**src/rtl/dmem_port_arbiter.sv**
```systemverilog
// rtl/dmem_port_arbiter.sv - two-port round-robin arbiter for a single-port synchronous-read data memory
// with a bounded ownership lock for uninterrupted multi-word sequences.
module dmem_port_arbiter #(
    parameter int ADDR_W   = 11,
    parameter int DATA_W   = 32,
    parameter int MAX_LOCK = 8
) (
    input  logic              clk,
    input  logic              reset,
    input  logic              r0_req,
    input  logic              r0_we,
    input  logic              r0_lock,
    input  logic [ADDR_W-1:0] r0_addr,
    input  logic [DATA_W-1:0] r0_wdata,
    output logic              r0_gnt,
    output logic              r0_rvalid,
    output logic [DATA_W-1:0] r0_rdata,
    input  logic              r1_req,
    input  logic              r1_we,
    input  logic              r1_lock,
    input  logic [ADDR_W-1:0] r1_addr,
    input  logic [DATA_W-1:0] r1_wdata,
    output logic              r1_gnt,
    output logic              r1_rvalid,
    output logic [DATA_W-1:0] r1_rdata,
    output logic              mem_en,
    output logic              mem_we,
    output logic [ADDR_W-1:0] mem_addr,
    output logic [DATA_W-1:0] mem_wdata,
    input  logic [DATA_W-1:0] mem_rdata
);

    typedef enum logic [1:0] {
        ARB   = 2'd0,
        LOCK0 = 2'd1,
        LOCK1 = 2'd2
    } state_t;

    localparam logic [7:0] LOCK_LIMIT = 8'(MAX_LOCK);

    state_t     state;
    state_t     state_n;
    logic       last;
    logic       last_n;
    logic [7:0] lock_cnt;
    logic [7:0] lock_cnt_n;
    logic [7:0] cnt_inc;
    logic       gnt0;
    logic       gnt1;
    logic       rvalid0_q;
    logic       rvalid1_q;

    always_ff @(posedge clk) begin
        if (!reset) begin
            state     <= ARB;
            last      <= 1'b1;
            lock_cnt  <= 8'd0;
            rvalid0_q <= 1'b0;
            rvalid1_q <= 1'b0;
        end else begin
            state     <= state_n;
            last      <= last_n;
            lock_cnt  <= lock_cnt_n;
            rvalid0_q <= gnt0 & ~r0_we;
            rvalid1_q <= gnt1 & ~r1_we;
        end
    end

    always_comb begin
        state_n    = state;
        last_n     = last;
        lock_cnt_n = lock_cnt;
        cnt_inc    = lock_cnt + 8'd1;
        case (state)
            ARB: begin
                if (gnt0) begin
                    last_n = 1'b0;
                    if (r0_lock) begin
                        state_n    = LOCK0;
                        lock_cnt_n = 8'd1;
                    end
                end else if (gnt1) begin
                    last_n = 1'b1;
                    if (r1_lock) begin
                        state_n    = LOCK1;
                        lock_cnt_n = 8'd1;
                    end
                end
            end
            // The counter advances even while the owner idles, so a silent owner still times out.
            LOCK0: begin
                lock_cnt_n = cnt_inc;
                if ((gnt0 && !r0_lock) || cnt_inc >= LOCK_LIMIT) begin
                    state_n    = ARB;
                    lock_cnt_n = 8'd0;
                    last_n     = 1'b0;
                end
            end
            LOCK1: begin
                lock_cnt_n = cnt_inc;
                if ((gnt1 && !r1_lock) || cnt_inc >= LOCK_LIMIT) begin
                    state_n    = ARB;
                    lock_cnt_n = 8'd0;
                    last_n     = 1'b1;
                end
            end
            default: state_n = ARB;
        endcase
    end

    always_comb begin
        gnt0 = 1'b0;
        gnt1 = 1'b0;
        if (reset) begin
            case (state)
                ARB: begin
                    gnt0 = r0_req & (~r1_req | last);
                    gnt1 = r1_req & ~gnt0;
                end
                LOCK0:   gnt0 = r0_req;
                LOCK1:   gnt1 = r1_req;
                default: ;
            endcase
        end
    end

    assign r0_gnt    = gnt0;
    assign r1_gnt    = gnt1;
    assign mem_en    = gnt0 | gnt1;
    assign mem_we    = (gnt0 & r0_we) | (gnt1 & r1_we);
    assign mem_addr  = gnt1 ? r1_addr : r0_addr;
    assign mem_wdata = gnt1 ? r1_wdata : r0_wdata;

    // Gating with reset drops a response whose read was granted just before reset asserted.
    assign r0_rvalid = rvalid0_q & reset;
    assign r1_rvalid = rvalid1_q & reset;
    assign r0_rdata  = r0_rvalid ? mem_rdata : '0;
    assign r1_rdata  = r1_rvalid ? mem_rdata : '0;

endmodule
```
**config.mk**
```make
export PLATFORM = sky130hd
export DESIGN_NAME = dmem_port_arbiter
export DESIGN_NICKNAME = d
export VERILOG_FILES = /design/src/rtl/dmem_port_arbiter.sv
export SDC_FILE = /design/constraint.sdc
export NUM_CORES = 1
export LEC_CHECK = 0
export BUFFER_PORTS_ARGS = -buffer_cell sky130_fd_sc_hd__clkbuf_2
export CAP_MARGIN = 0
export CORE_AREA = 5 5 90 92
export CTS_CLUSTER_SIZE = 14
export DETAILED_ROUTE_END_ITERATION = 16
export DIE_AREA = 0 0 95 97
export GPL_TIMING_DRIVEN = 0
export PLACE_DENSITY_LB_ADDON = 0.05
export SYNTH_ARGS = -nofsm -noshare
export SYNTH_HDL_FRONTEND = slang
export SYNTH_SLANG_ARGS = --single-unit
```
**constraint.sdc**
```tcl
create_clock -name clk -period 2.75 [get_ports clk]
set_input_delay 0.6875 -clock clk [delete_from_list [all_inputs] [get_ports clk]]
set_output_delay 0.6875 -clock clk [all_outputs]
set_load 0.1 [all_outputs]
```
# Yosys cells after proc, flatten, opt, wreduce, memory -nomap -nowiden

Index checks and enable logic that the tools add are counted.

Output and inout port bits: 113
Logic and storage cells: 67
Bits in registers: 13
Input bits: 126

$add $sub $neg: 1
Equality and inequality tests: 7
Multiplexer cells: 27
Order comparisons: 1
Bitwise gates (word level): 15
Reductions and logical operators: 11

Operators with widths:

| operator                                                          | number |
|---|---|
| two-way mux 32 bit                                                | 3 |
| two-way mux 8 bit                                                 | 6 |
| case mux 8 bit (3 select lines)                                   | 1 |
| two-way mux 2 bit                                                 | 6 |
| two-way mux 11 bit                                                | 1 |
| != test 3 bit, second input constant                              | 3 |
| adder 8 x 1 -> 8 bit, second input constant                       | 1 |
| AND 1 bit                                                         | 8 |
| greater-or-equal comparator 8 x 4 -> 1 bit, second input constant | 1 |
| AND reduction 4 bit                                               | 2 |
| two-way mux 1 bit                                                 | 6 |
| case mux 2 bit (3 select lines)                                   | 1 |
| AND reduction 5 bit                                               | 1 |
| != test 2 bit, second input constant                              | 2 |
| inverter 1 bit                                                    | 4 |
| case mux 1 bit (2 select lines)                                   | 2 |
| bitwise OR 1 bit                                                  | 3 |
| case mux 1 bit (3 select lines)                                   | 1 |
| nonzero test 3 bit                                                | 1 |
| == test 2 x 1 -> 1 bit, second input constant                     | 1 |
| == test 2 bit, second input constant                              | 1 |
| logical AND 1 bit                                                 | 2 |
| zero test 1 bit                                                   | 2 |
| zero test 2 bit                                                   | 1 |
| logical OR 1 bit                                                  | 2 |

# Logic depth before layout (Yosys ltp)

Gate-level depths: netlist (run 1).

Word-level depth: 11
Gate-level depth with buffers: 9
Depth with buffers taken out: 8

# Worst setup path before layout (run 1)

Ideal clock, no wire load.

Kind: register to output
Start point: register state[0]
End point: output port mem_wdata[22]
Required time: 2.062 ns
Cell stages (with the launch flop): 10
Path slack: -0.491 ns
Data arrival time: 2.554 ns
Buffers on the path: 2
Cell sequence: dfxtp_1 inv_1 ha_1 a21boi_2 o21bai_2 inv_1 buf_2 buf_2 nand2_1 nand2_1

Word-level cells in the longest chain between the ends: 4
Elaborated cells between the ends (all ways): 5
Those cells by class: 1 x eq/ne; 3 x mux; 1 x reduce/logical

RTL lines:

| what                                             | RTL line | text |
|---|---|---|
| start, declared                                  | 41       | `state_t state;` |
| start signal, assigned                           | 61       | `state <= state_n;` |
| == test 2 bit or zero test 2 bit (tied branches) | 115      | `case (state)` |
| case mux 1 bit (2 select lines) (*)              | 115      |  |
| two-way mux 1 bit (*)                            | 114      | `if (reset) begin` |
| net r1_gnt                                       | 23       | `output logic r1_gnt,` |
| two-way mux 32 bit (*)                           | 132      | `assign mem_wdata = gnt1 ? r1_wdata : r0_wdata;` |
| end, declared                                    | 29       | `output logic [DATA_W-1:0] mem_wdata,` |

The timed path passes the listed nets; every way through them passes the cells marked *.

# Worst setup path after layout (run 1)

Start point: input port reset
End point: output port r0_gnt

Word-level cells in the longest chain between the ends: 1

RTL lines:

| what              | RTL line | text |
|---|---|---|
| start, declared   | 9        | `input logic reset,` |
| two-way mux 1 bit | 114      |  |
| end, declared     | 15       | `output logic r0_gnt,` |

No other way between the ends.

==> results of run 1 <==
[worst paths after layout]
path,start,end,slack (ns),cells after the start
hold reg to reg,state[0]$_SDFFE_PN0P_,state[0]$_SDFFE_PN0P_,0.49,2
setup reg to reg,state[1]$_SDFFE_PN0P_,last$_SDFFE_PN1P_,0.71,8
setup / recovery,reset,r0_gnt,0.10,5
hold / removal,state[0]$_SDFFE_PN0P_,state[0]$_SDFFE_PN0P_,0.49,2
[kinds of logic (layout without fill, tap and decap cells)]
group / count (synthesis) / after routing
adder cells (fa/ha/maj): 5 / 5
AO/OA/AOI/OAI: 19 / 19
flip-flops: 13 / 13
AND/OR/NAND/NOR: 237 / 237
multiplexers: 2 / 2
buffers and inverters: 28 / 274
[layout by cell type (no fill, tap or decap), types with 3 or more instances in the layout]
cell	netlist	layout
clkbuf_2	0	133
nand2_1	139	100
clkbuf_4	0	71
and3_1	65	65
clkbuf_16	0	38
nand2_2	0	31
clkbuf_1	18	12
dfxtp_1	13	11
buf_4	0	9
and2_1	8	8
nand2_4	0	8
nand3_1	5	5
clkbuf_8	0	5
ha_1	5	4
nor2_1	4	3
o21ai_0	3	3
[power groups by stage]
| stage | logic (mW) | clock network, mW | registers (mW) |
|---|---|---|---|
| 5_1_grt | 1.78 | 0.185 | 0.224 |
| 3_3_place_gp | 1.34 | 0 | 0.222 |
| 3_5_place_dp | 1.34 | 0 | 0.222 |
| 2_1_floorplan | 1.09 | 0 | 0.217 |
| 4_1_cts | 1.68 | 0.173 | 0.220 |
| 6_report | 1.71 | 0.166 | 0.221 |
[layer usage]
metal  vias up  share of wire, %  track usage (%)
li1       1507                 -                -
met5         -                 0                0
met2       130                55             42.1
met3        14               8.4             5.82
met1      1324                34             21.3
met4         0               1.7             4.66
[timing repair]
| action | 4_1_cts | 5_1_grt |
|---|---|---|
| setup buffers | 1 | 3 |
| pin swaps | 1 | 2 |
| hold buffers | 0 | 0 |
| gates resized for setup | 163 | 99 |
| setup endpoints to repair | 113 | 96 |
[sequential cells by signal (all words and copies together) (netlist names)]
name,flops
rvalid1_q,1
rvalid0_q,1
state,2
last,1
lock_cnt,8
[tightest hold or removal path, cell delays in order, from the launching register on]
cell and delay [ns]:
dfxtp_2 0.34, nand2_1 0.06, o22ai_1 0.06
[stage by stage]
stage / area, um2 / worst slack (ns) / std cells / TNS (ns) / util [%]
after floorplan: 1910 / -0.0651 / 304 / -0.0933 / -
after global placement: 3230 / -0.404 / 641 / -19.32 / 45.2
after detailed placement: 3230 / -0.427 / 641 / -21.88 / 45.2
after CTS: 4180 / 0.0124 / 646 / 0 / 58.6
after global routing: 4320 / 0.00153 / 649 / 0 / 60.6
final: 4320 / 0.104 / 649 / 0 / 60.6
[area by class of cell]
type,count,share of cell area [%]
timing repair buffer,242,50.4
clock buffer,4,1.04
tap,99,2.86
inverter,5,0.637
multi-input combinational,263,36.3
sequential,13,6.08
buffer,23,2.72
==> reports/qor.csv, run 1 <==
stage;metric;value;unit
detailed_routing;DRC viols;0;
yosys;Post-Syn Nets;435;
power_and_ir_drop;Clk pwr share;7.9;%
clocking;Clock Tree Buf Depth;2;
status;outcome;finished clean;
yosys;Synth top area share;29.6;%
clocking;clk sinks;13;
yosys;most common cell in the netlist;nand2_1;
sta;Max Clk Rate;378;MHz
detailed_routing;ANT nets after route;0;
yosys;number of enable flip-flop cells after synthesis;0;
worst_setup_path;Critical Path Start Type;primary input;
detailed_routing;Avg Vias per Cell;4.58;
worst_setup_path;crit path DAT;1.96;ns
yosys;Post-synth top cells;nand2_1, and3_1, clkbuf_1;
power_and_ir_drop;Cell Pwr Density;484;nW/um2
worst_setup_path;CP dominant cell by count;clkbuf_2;
yosys;main combinational cell family by area after synthesis;simple AND/OR/NAND/NOR gates;
floorplanning;Chip Width;95;um
sta;worst slew pin tran;0.642;ns
yosys;Yosys top cell by area;nand2_1;
layout;Register Area;263;um2
sta;Hold Vio Cnt, Final;0;
worst_setup_path;worst path cell trace;clkbuf_2, nand2_1, or3_4, clkinv_4, clkbuf_2;
global_route;largest net degree at the start of global routing;11;
worst_setup_path;crit end category;primary output;
worst_setup_path;Crit Path Category;primary input to primary output;
global_route;initial antenna violation count;0;
detailed_routing;drt wl/cell;15.5;um
yosys;Compound-Gate Fraction of Synth Area;9.59;%
yosys;Post-Syn Area;1760;um2
sta;clock skew;0.00375;ns
clocking;TritonCTS Buffers;3;
worst_setup_path;Slowest-stage cell, CP;clkbuf_2;
layout;n_diodes;0;
floorplanning;Core Region;7140;um2
yosys;asr flop ratio synth;0;%
power_and_ir_drop;Sequential Power Share;10.6;%
power_and_ir_drop;Final Power;2.09;mW
worst_setup_path;Crit Path Max Fanout;6;
place;port bufs;238;
clocking;Root Driver;clkbuf_8;
worst_setup_path;CP delay by family, top;buffers and inverters;
clocking;CTS tree;yes;
sta;Setup-failing EPs final;0;
clocking;H-tree depth;1;
yosys;Post-Synthesis Cells;304;
sta;post-layout minimum cycle time;2.65;ns
global_route;first-pass GRT wire length;15800;um
floorplanning;# IOs;239;
detailed_routing;via count;2975;
sta;RSZ-0062 raised after global routing;false;
place;DP Wirelength;7980;um
global_route;grt ovf;0;
worst_setup_path;Worst Path Buf+Inv;3;
yosys;synth top area cells;nand2_1, and3_1, dfxtp_1;
sta;Final Cycle Share;96.2;%
worst_setup_path;worst stage delay on the critical path;0.47;ns
yosys;Distinct cells, synth;40;
global_route;vias in the first global route;3164;
floorplanning;Cell Rows;31;
yosys;Adder-Cell Fraction of Synth Area;3.55;%
worst_hold_path;Hold Path Class;register to register;
clocking;Worst-path clk slew;0.05;ns
power_and_ir_drop;leakage;2.53;nW
power_and_ir_drop;Psw;1.20;mW
power_and_ir_drop;peak supply drop;0.000312;V
yosys;register area share after synthesis;14.8;%
clocking;Skew-Pair Late Insertion Delay;0.24;ns
detailed_routing;drt pass-1 iters;4;
detailed_routing;drt total wl;10100;um
yosys;Seq cells post-synth;13;
layout;multi-input logic area;1570;um2
yosys;Yosys warning count;0;
layout;fill count;661;
yosys;XOR/XNOR Fraction of Synth Area;0;%
sta;worst hold slack;0.490;ns
worst_setup_path;Critical Path RT;2.06;ns
layout;Nets;682;
layout;Area growth syn-to-layout;145;%
floorplanning;Die H;97;um
yosys;Avg Cell Area, Syn;5.80;um2
sta;max_slew headroom;57.2;%
floorplanning;die area;9220;um2
sta;Slew Limit Fails;0;
layout;layout cells sized above 1;56.9;%
detailed_routing;DR iter-0 viols;75;
yosys;mux contribution to synthesized area;1.21;%
yosys;Post-Synth Simple-Gate Area;64.5;%
floorplanning;Initial Utilization;24.7;%
global_route;gr usage total;21.3;%
power_and_ir_drop;switching part of the total;57.4;%
place;GP Congestion;0.818;
power_and_ir_drop;combinational group share of total power;81.5;%
yosys;Synth Flop Type;dfxtp_1;
job;MaxCap Viol Count;0;
power_and_ir_drop;P_int;0.890;mW
No activity file was read; power rests on OpenSTA's default activity.
==> inputs of run 2 (changes only) <==
ABC_AREA = 1   (was not set)
CORE_AREA = 5 5 89 91   (was 5 5 90 92)
DIE_AREA = 0 0 94 96   (was 0 0 95 97)
==> reports/qor.csv, run 2 <==
stage;metric;value;unit;change
worst_setup_path;Crit Path Category;register to primary output;;
floorplanning;Chip Width;94;um;-1.1%
sta;Final Cycle Share;94.7;%;-1.5 points
sta;Setup-failing EPs final;0;;unchanged
floorplanning;Die H;96;um;-1.0%
power_and_ir_drop;leakage;2.35;nW;-7.1%
clocking;clk sinks;13;;unchanged
sta;post-layout minimum cycle time;2.60;ns;-0.0420 ns
global_route;largest net degree at the start of global routing;11;;unchanged
yosys;number of enable flip-flop cells after synthesis;0;;unchanged
sta;Hold Vio Cnt, Final;0;;unchanged
sta;Max Clk Rate;384;MHz;+1.6%
global_route;grt ovf;0;;unchanged
yosys;Post-synth top cells;nand2_1, nor2_1, inv_1;;
floorplanning;Cell Rows;31;;unchanged
worst_setup_path;Critical Path RT;2.06;ns;about the same
layout;Area growth syn-to-layout;106;%;
layout;commonest non-fill, non-tap cell in the layout;clkbuf_2;;
sta;TNS Setup;0;ns;unchanged
worst_setup_path;crit end category;primary output;;
layout;Largest register FFs;8;;unchanged
global_route;vias in the first global route;2918;;-7.8%
layout;Largest Register;lock_cnt;;
worst_setup_path;reg2reg end;lock_cnt[0]$_SDFFE_PN0P_;;
layout;Regs by FF count;lock_cnt (8), state (2);;
layout;fin util;52.5;%;-8.1 points
yosys;Synth Flop Type;dfxtp_1;;
yosys;Yosys warning count;0;;unchanged
global_route;initial antenna violation count;0;;unchanged
floorplanning;Initial Utilization;25.5;%;+0.82 points
detailed_routing;DRC viols;0;;unchanged
floorplanning;# IOs;239;;unchanged
job;MaxCap Viol Count;0;;unchanged
clocking;CTS tree;yes;;
worst_setup_path;RR Startpoint;state[1]$_SDFFE_PN0P_;;
layout;Nets;746;;+9.4%
yosys;asr flop ratio synth;0;%;unchanged
yosys;most common cell in the netlist;nand2_1;;
status;outcome;finished clean;;
worst_setup_path;crit path DAT;1.92;ns;-0.04 ns
yosys;Seq cells post-synth;13;;unchanged
yosys;register area share after synthesis;14.5;%;-0.32 points
sta;worst slew pin tran;0.566;ns;-0.0761 ns
clocking;post-CTS setup buffer count;0;;-1
yosys;Post-Syn Nets;504;;+16%
detailed_routing;drt wl/cell;13.4;um;-14%
worst_hold_path;hold path startpoint;lock_cnt[7]$_SDFFE_PN0P_;;
place;port bufs;237;;-0.42%
sta;clock skew;0.000874;ns;-0.00287 ns
yosys;Synth top area share;34.0;%;+4.4 points
detailed_routing;drt total wl;9570;um;-5.1%
worst_hold_path;Hold Path Class;register to register;;
power_and_ir_drop;Final Power;2.51;mW;+20%
global_route;gr usage total;19.4;%;-1.9 points
yosys;Distinct cells, synth;29;;-28%
layout;n_diodes;0;;unchanged
clocking;Root Driver;clkbuf_8;;
yosys;synth top area cells;nand2_1, nor2_1, dfxtp_1;;
yosys;Avg Cell Area, Syn;4.83;um2;-17%
layout;most frequent cells in the layout;clkbuf_2, nand2_1, nor2_1;;
clocking;TritonCTS Buffers;3;;unchanged
detailed_routing;drt pass-1 iters;4;;unchanged
clocking;Clock Tree Buf Depth;2;;unchanged
place;GP Congestion;0.798;;-2.5%
sta;Slew Limit Fails;0;;unchanged
floorplanning;Core Region;7060;um2;-1.1%
detailed_routing;Avg Vias per Cell;4.14;;-9.6%
sta;worst hold slack;0.461;ns;-0.0294 ns
sta;max_slew headroom;62.4;%;+5.2 points
yosys;Yosys top cell by area;nand2_1;;
global_route;first-pass GRT wire length;13900;um;-12%
power_and_ir_drop;peak supply drop;0.000422;V;+35%
worst_hold_path;hold endpoint;lock_cnt[7]$_SDFFE_PN0P_;;
worst_setup_path;crit path launch;state[0]$_SDFFE_PN0P_;;
worst_setup_path;Critical Path Start Type;register;;
place;DP Wirelength;8150;um;+2.1%
worst_setup_path;setup slack, reg-to-reg;1.08;ns;+0.37 ns
detailed_routing;DR iter-0 viols;72;;-4.0%
worst_setup_path;cells on worst reg2reg path;12;;+4
floorplanning;die area;9020;um2;-2.1%
worst_hold_path;Hold Path Stages;2;;unchanged
detailed_routing;ANT nets after route;0;;unchanged
detailed_routing;via count;2955;;-0.67%
clocking;Worst-path clk slew;0.06;ns;about the same
worst_setup_path;Crit Path Max Fanout;10;;+4
clocking;Skew-Pair Late Insertion Delay;0.24;ns;about the same
yosys;Post-Syn Area;1800;um2;+2.2%
power_and_ir_drop;Cell Pwr Density;677;nW/um2;+40%
layout;layout cells sized above 1;50.0;%;-6.9 points
clocking;H-tree depth;1;;unchanged
yosys;Post-Synthesis Cells;373;;+23%
run 2: worst max path at each step:
stage                         end  slack [ns]  depth (start not counted)
detailed placement    mem_addr[3]       -0.25                         11
floorplan            r0_rdata[22]       -0.31                          4
finish                mem_addr[0]        0.15                         10
CTS                 mem_wdata[31]      -0.005                         10
global placement      mem_addr[3]       -0.26                         11
global route        mem_wdata[26]       -0.01                         10
run 2: worst max-delay path, stage by stage (launching register included):
cell and delay [ns]:
dfxtp_1 0.34, inv_1 0.13, ha_1 0.18, inv_1 0.05
nand2_1 0.06, nand2_1 0.08, buf_6 0.15, inv_4 0.11
nand2_1 0.06, nand2_1 0.05, clkbuf_2 0.45
run 2: what timing repair did:
| item | CTS | global route |
|---|---|---|
| endpoints found under the setup margin | 43 | 46 |
| hold endpoints to repair | 0 | 0 |
| cloned | 0 | 0 |
| hold buffers | 0 | 0 |
| resized for setup | 88 | 45 |
run 2: where the power goes:
group          switching, mW  leakage [nW]  internal, mW  total, mW
clock network         0.0700        0.0228         0.102      0.172
logic                   1.56          2.22         0.544       2.11
registers             0.0198         0.106         0.212      0.232
run 2: cell type report:
| type | count | area [um2] |
|---|---|---|
| plain buffers | 17 | 120 |
| clock buffers | 4 | 45.0 |
| fillers | 746 | 3350 |
| inverters | 54 | 205 |
| multi-input cells | 289 | 1360 |
| flip-flops and latches | 13 | 260 |
| well taps | 99 | 124 |
| repair buffers | 237 | 1590 |
run 2: kinds of logic (layout without fill, tap and decap cells):
kind of cell               after synthesis  in the layout  synth area share [%]
adders and majority gates                5              5                  3.47
xor gates and xnor gates                 1              1                 0.487
and+or+nand+nor                        270            270                  61.2
AOI/OAI and AO/OA                       13             13                  4.24
DFF                                     13             13                  14.5
buffers and inverters                   71            312                  16.2
run 2: stage by stage:
stage                     instance area (um2)  worst slack, ns  instances
after floorplan                          1900           -0.312        373
after global placement                   3210           -0.262        709
after detailed placement                 3210           -0.251        709
after CTS                                3620         -0.00530        713
after global routing                     3710          -0.0141        713
final                                    3710            0.146        713
run 2: per-layer routing:
layer	global-route usage, %	share of wire [%]
met2	35.0	51
met1	21.4	36
met3	6.88	10
met5	0	0
met4	5.42	2.2
==> inputs of run 3 (changes only) <==
CELL_PAD_IN_SITES_DETAIL_PLACEMENT = 1   (was not set)
CELL_PAD_IN_SITES_GLOBAL_PLACEMENT = 1   (was not set)
CORE_AREA = not set   (was 5 5 89 91)
CORE_ASPECT_RATIO = 0.7   (was not set)
CORE_MARGIN = 5   (was not set)
CORE_UTILIZATION = 17   (was not set)
DIE_AREA = not set   (was 0 0 94 96)
==> reports/qor.csv, run 3 (synthesized netlist as in run 2, its figures left out) <==
stage;metric;value;unit;change
layout;fill count;1420;;+90%
floorplanning;Cell Rows;31;;unchanged
layout;Largest Register;lock_cnt;;
job;MaxCap Viol Count;0;;unchanged
worst_setup_path;RR Startpoint;state[1]$_SDFFE_PN0P_;;
worst_hold_path;Hold Path Class;register to register;;
power_and_ir_drop;Cell Pwr Density;698;nW/um2;+3.1%
floorplanning;die area;12800;um2;+42%
sta;Hold Vio Cnt, Final;0;;unchanged
detailed_routing;met2 WL;5800;um;+18%
floorplanning;Core Region;10400;um2;+47%
worst_setup_path;crit end category;primary output;;
worst_setup_path;Crit Path Max Fanout;10;;unchanged
worst_setup_path;setup slack, reg-to-reg;0.99;ns;-0.09 ns
floorplanning;Die H;96.1;um;+0.11%
detailed_routing;ANT nets after route;0;;unchanged
layout;Area growth syn-to-layout;112;%;
layout;Largest register FFs;8;;unchanged
clocking;Clock Tree Buf Depth;2;;unchanged
layout;fin util;36.9;%;-16 points
worst_setup_path;CP delay by family, top;buffers and inverters;;
power_and_ir_drop;Final Power;2.67;mW;+6.2%
detailed_routing;via count;3074;;+4.0%
clocking;post-CTS setup buffer count;0;;unchanged
place;dpl cells;742;;+4.7%
worst_hold_path;Hold Path Stages;2;;unchanged
global_route;grt ovf;0;;unchanged
sta;Setup-failing EPs final;0;;unchanged
global_route;initial antenna violation count;0;;unchanged
power_and_ir_drop;leakage;2.38;nW;+1.2%
sta;max_slew headroom;62.0;%;-0.49 points
floorplanning;Chip Width;133;um;+41%
clocking;clk sinks;13;;unchanged
worst_setup_path;Critical Path RT;2.06;ns;about the same
layout;Regs by FF count;lock_cnt (8), state (2);;
worst_setup_path;Slowest-stage cell, CP;clkbuf_8;;
worst_setup_path;crit path DAT;1.93;ns;about the same
layout;multi-input logic area;1360;um2;unchanged
global_route;vias in the first global route;3084;;+5.7%
worst_setup_path;Crit Path Category;primary input to primary output;;
worst_hold_path;hold endpoint;lock_cnt[7]$_SDFFE_PN0P_;;
global_route;largest net degree at the start of global routing;11;;unchanged
global_route;gr usage total;14.9;%;-4.5 points
clocking;Skew-Pair Late Insertion Delay;0.24;ns;about the same
place;DP Wirelength;9190;um;+13%
worst_setup_path;worst stage delay on the critical path;0.23;ns;-0.22 ns
layout;commonest non-fill, non-tap cell in the layout;clkbuf_2;;
worst_setup_path;cells on worst reg2reg path;12;;unchanged
sta;Max Clk Rate;383;MHz;-0.32%
sta;final setup margin;0.137;ns;-0.00849 ns
layout;non-filler cells, final;746;;+4.6%
detailed_routing;drt wl/cell;14.2;um;+5.6%
detailed_routing;M1 wire length;3980;um;+16%
layout;Nets;746;;unchanged
detailed_routing;drt pass-1 iters;4;;unchanged
floorplanning;# IOs;239;;unchanged
status;outcome;finished clean;;
power_and_ir_drop;peak supply drop;0.000330;V;-22%
sta;RSZ-0062 raised after global routing;true;;
worst_setup_path;worst path cell trace;clkbuf_2, nand2_1, nand2_1, nand2_1, nand2_1, nand2_1, buf_4, inv_4, buf_4, nand2_1, nand2_2, clkbuf_8;;
worst_hold_path;hold path startpoint;lock_cnt[7]$_SDFFE_PN0P_;;
sta;Slew Limit Fails;0;;unchanged
worst_setup_path;Critical Path Start Type;primary input;;
floorplanning;Initial Utilization;17.4;%;-8.1 points
clocking;Post-CTS Hold Fix Bufs;0;;unchanged
sta;Final Cycle Share;95.0;%;+0.31 points
layout;n_diodes;0;;unchanged
detailed_routing;met3 WL;740;um;-26%
detailed_routing;DRC viols;0;;unchanged
place;pre-CTS setup slack;-0.321;ns;-0.0693 ns
sta;post-layout minimum cycle time;2.61;ns;+0.00849 ns
detailed_routing;top layer used by detailed routing;met4;;
clocking;TritonCTS Buffers;3;;unchanged
layout;Register Area;262;um2;+0.48%
layout;most frequent cells in the layout;clkbuf_2, nand2_1, nor2_1;;
clocking;H-tree depth;1;;unchanged
worst_setup_path;CP dominant cell by count;nand2_1;;
detailed_routing;Avg Vias per Cell;4.12;;-0.57%
detailed_routing;drt total wl;10600;um;+11%
sta;clock skew;0.00435;ns;+0.00348 ns
worst_setup_path;reg2reg end;lock_cnt[0]$_SDFFE_PN0P_;;
detailed_routing;DR iter-0 viols;51;;-29%
layout;layout cells sized above 1;50.2;%;+0.16 points
clocking;Root Driver;clkbuf_16;;
sta;worst slew pin tran;0.573;ns;+0.00740 ns
place;port bufs;237;;unchanged
clocking;CTS tree;yes;;
worst_setup_path;Worst Path Buf+Inv;5;;unchanged
global_route;first-pass GRT wire length;15500;um;+12%
clocking;Worst-path clk slew;0.04;ns;-0.02 ns
place;GP Congestion;0.751;;-6.0%
sta;TNS Setup;0;ns;unchanged
[run 3: cell count changes in the layout (fill, tap and decap cells not counted), moves of 2 or more]
cell | before | now
clkbuf_8 | 17 | 11
buf_4 | 5 | 7
clkbuf_2 | 193 | 191
buf_2 | 1 | 3
buf_8 | 20 | 16
clkbuf_16 | 0 | 3
buf_12 | 5 | 12
[run 3: how the worst max path moves through the flow]
stage	depth (start not counted)	end	start
3_3_place_gp	11	mem_wdata[16]	r1_req
2_1_floorplan	4	r0_rdata[22]	reset
6_report	12	mem_wdata[4]	r1_req
4_1_cts	11	mem_wdata[5]	state[1]$_SDFFE_PN0P_
5_1_grt	11	mem_wdata[22]	state[0]$_SDFFE_PN0P_
3_5_place_dp	11	mem_wdata[17]	r1_req
[run 3: what timing repair did]
item / in CTS / in global routing
endpoints found under the setup margin: 46 / 46
pin swaps: 0 / 0
gates resized for setup: 86 / 63
[run 3: cell type report]
class                           instances  share of cell area [%]
Buffer                                 17                    3.05
Clock buffer                            4                    2.06
Inverter                               54                    5.37
Multi-Input combinational cell        289                    35.6
Sequential cell                        13                    6.85
Tap cell                              132                    4.32
Timing Repair Buffer                  237                    42.7
[run 3: power by group]
| group | switching (mW) | internal (mW) |
|---|---|---|
| Clock | 0.0824 | 0.196 |
| Sequential | 0.0224 | 0.213 |
| Combinational | 1.59 | 0.564 |
| Total | 1.69 | 0.973 |
[run 3: worst reg2reg max path, delay by kind of cell, from the launching register on]
family	cells	cell delay, ns
flops	1	0.39
fa+ha+maj	1	0.19
buf+inv	1	0.11
simple gates	10	0.97
[run 3: through the flow]
step                hold WS [ns]  instance area, um2
global route               0.501                3820
floorplan                  0.439                1900
detailed placement         0.470                3250
finish                     0.471                3820
CTS                        0.475                3690
global placement           0.450                3250
[run 3: layer usage]
metal	up-vias	GRT usage (%)
met5	-	0
met2	109	29.6
li1	1575	-
met3	6	3.92
met1	1384	16.6
met4	0	1.04
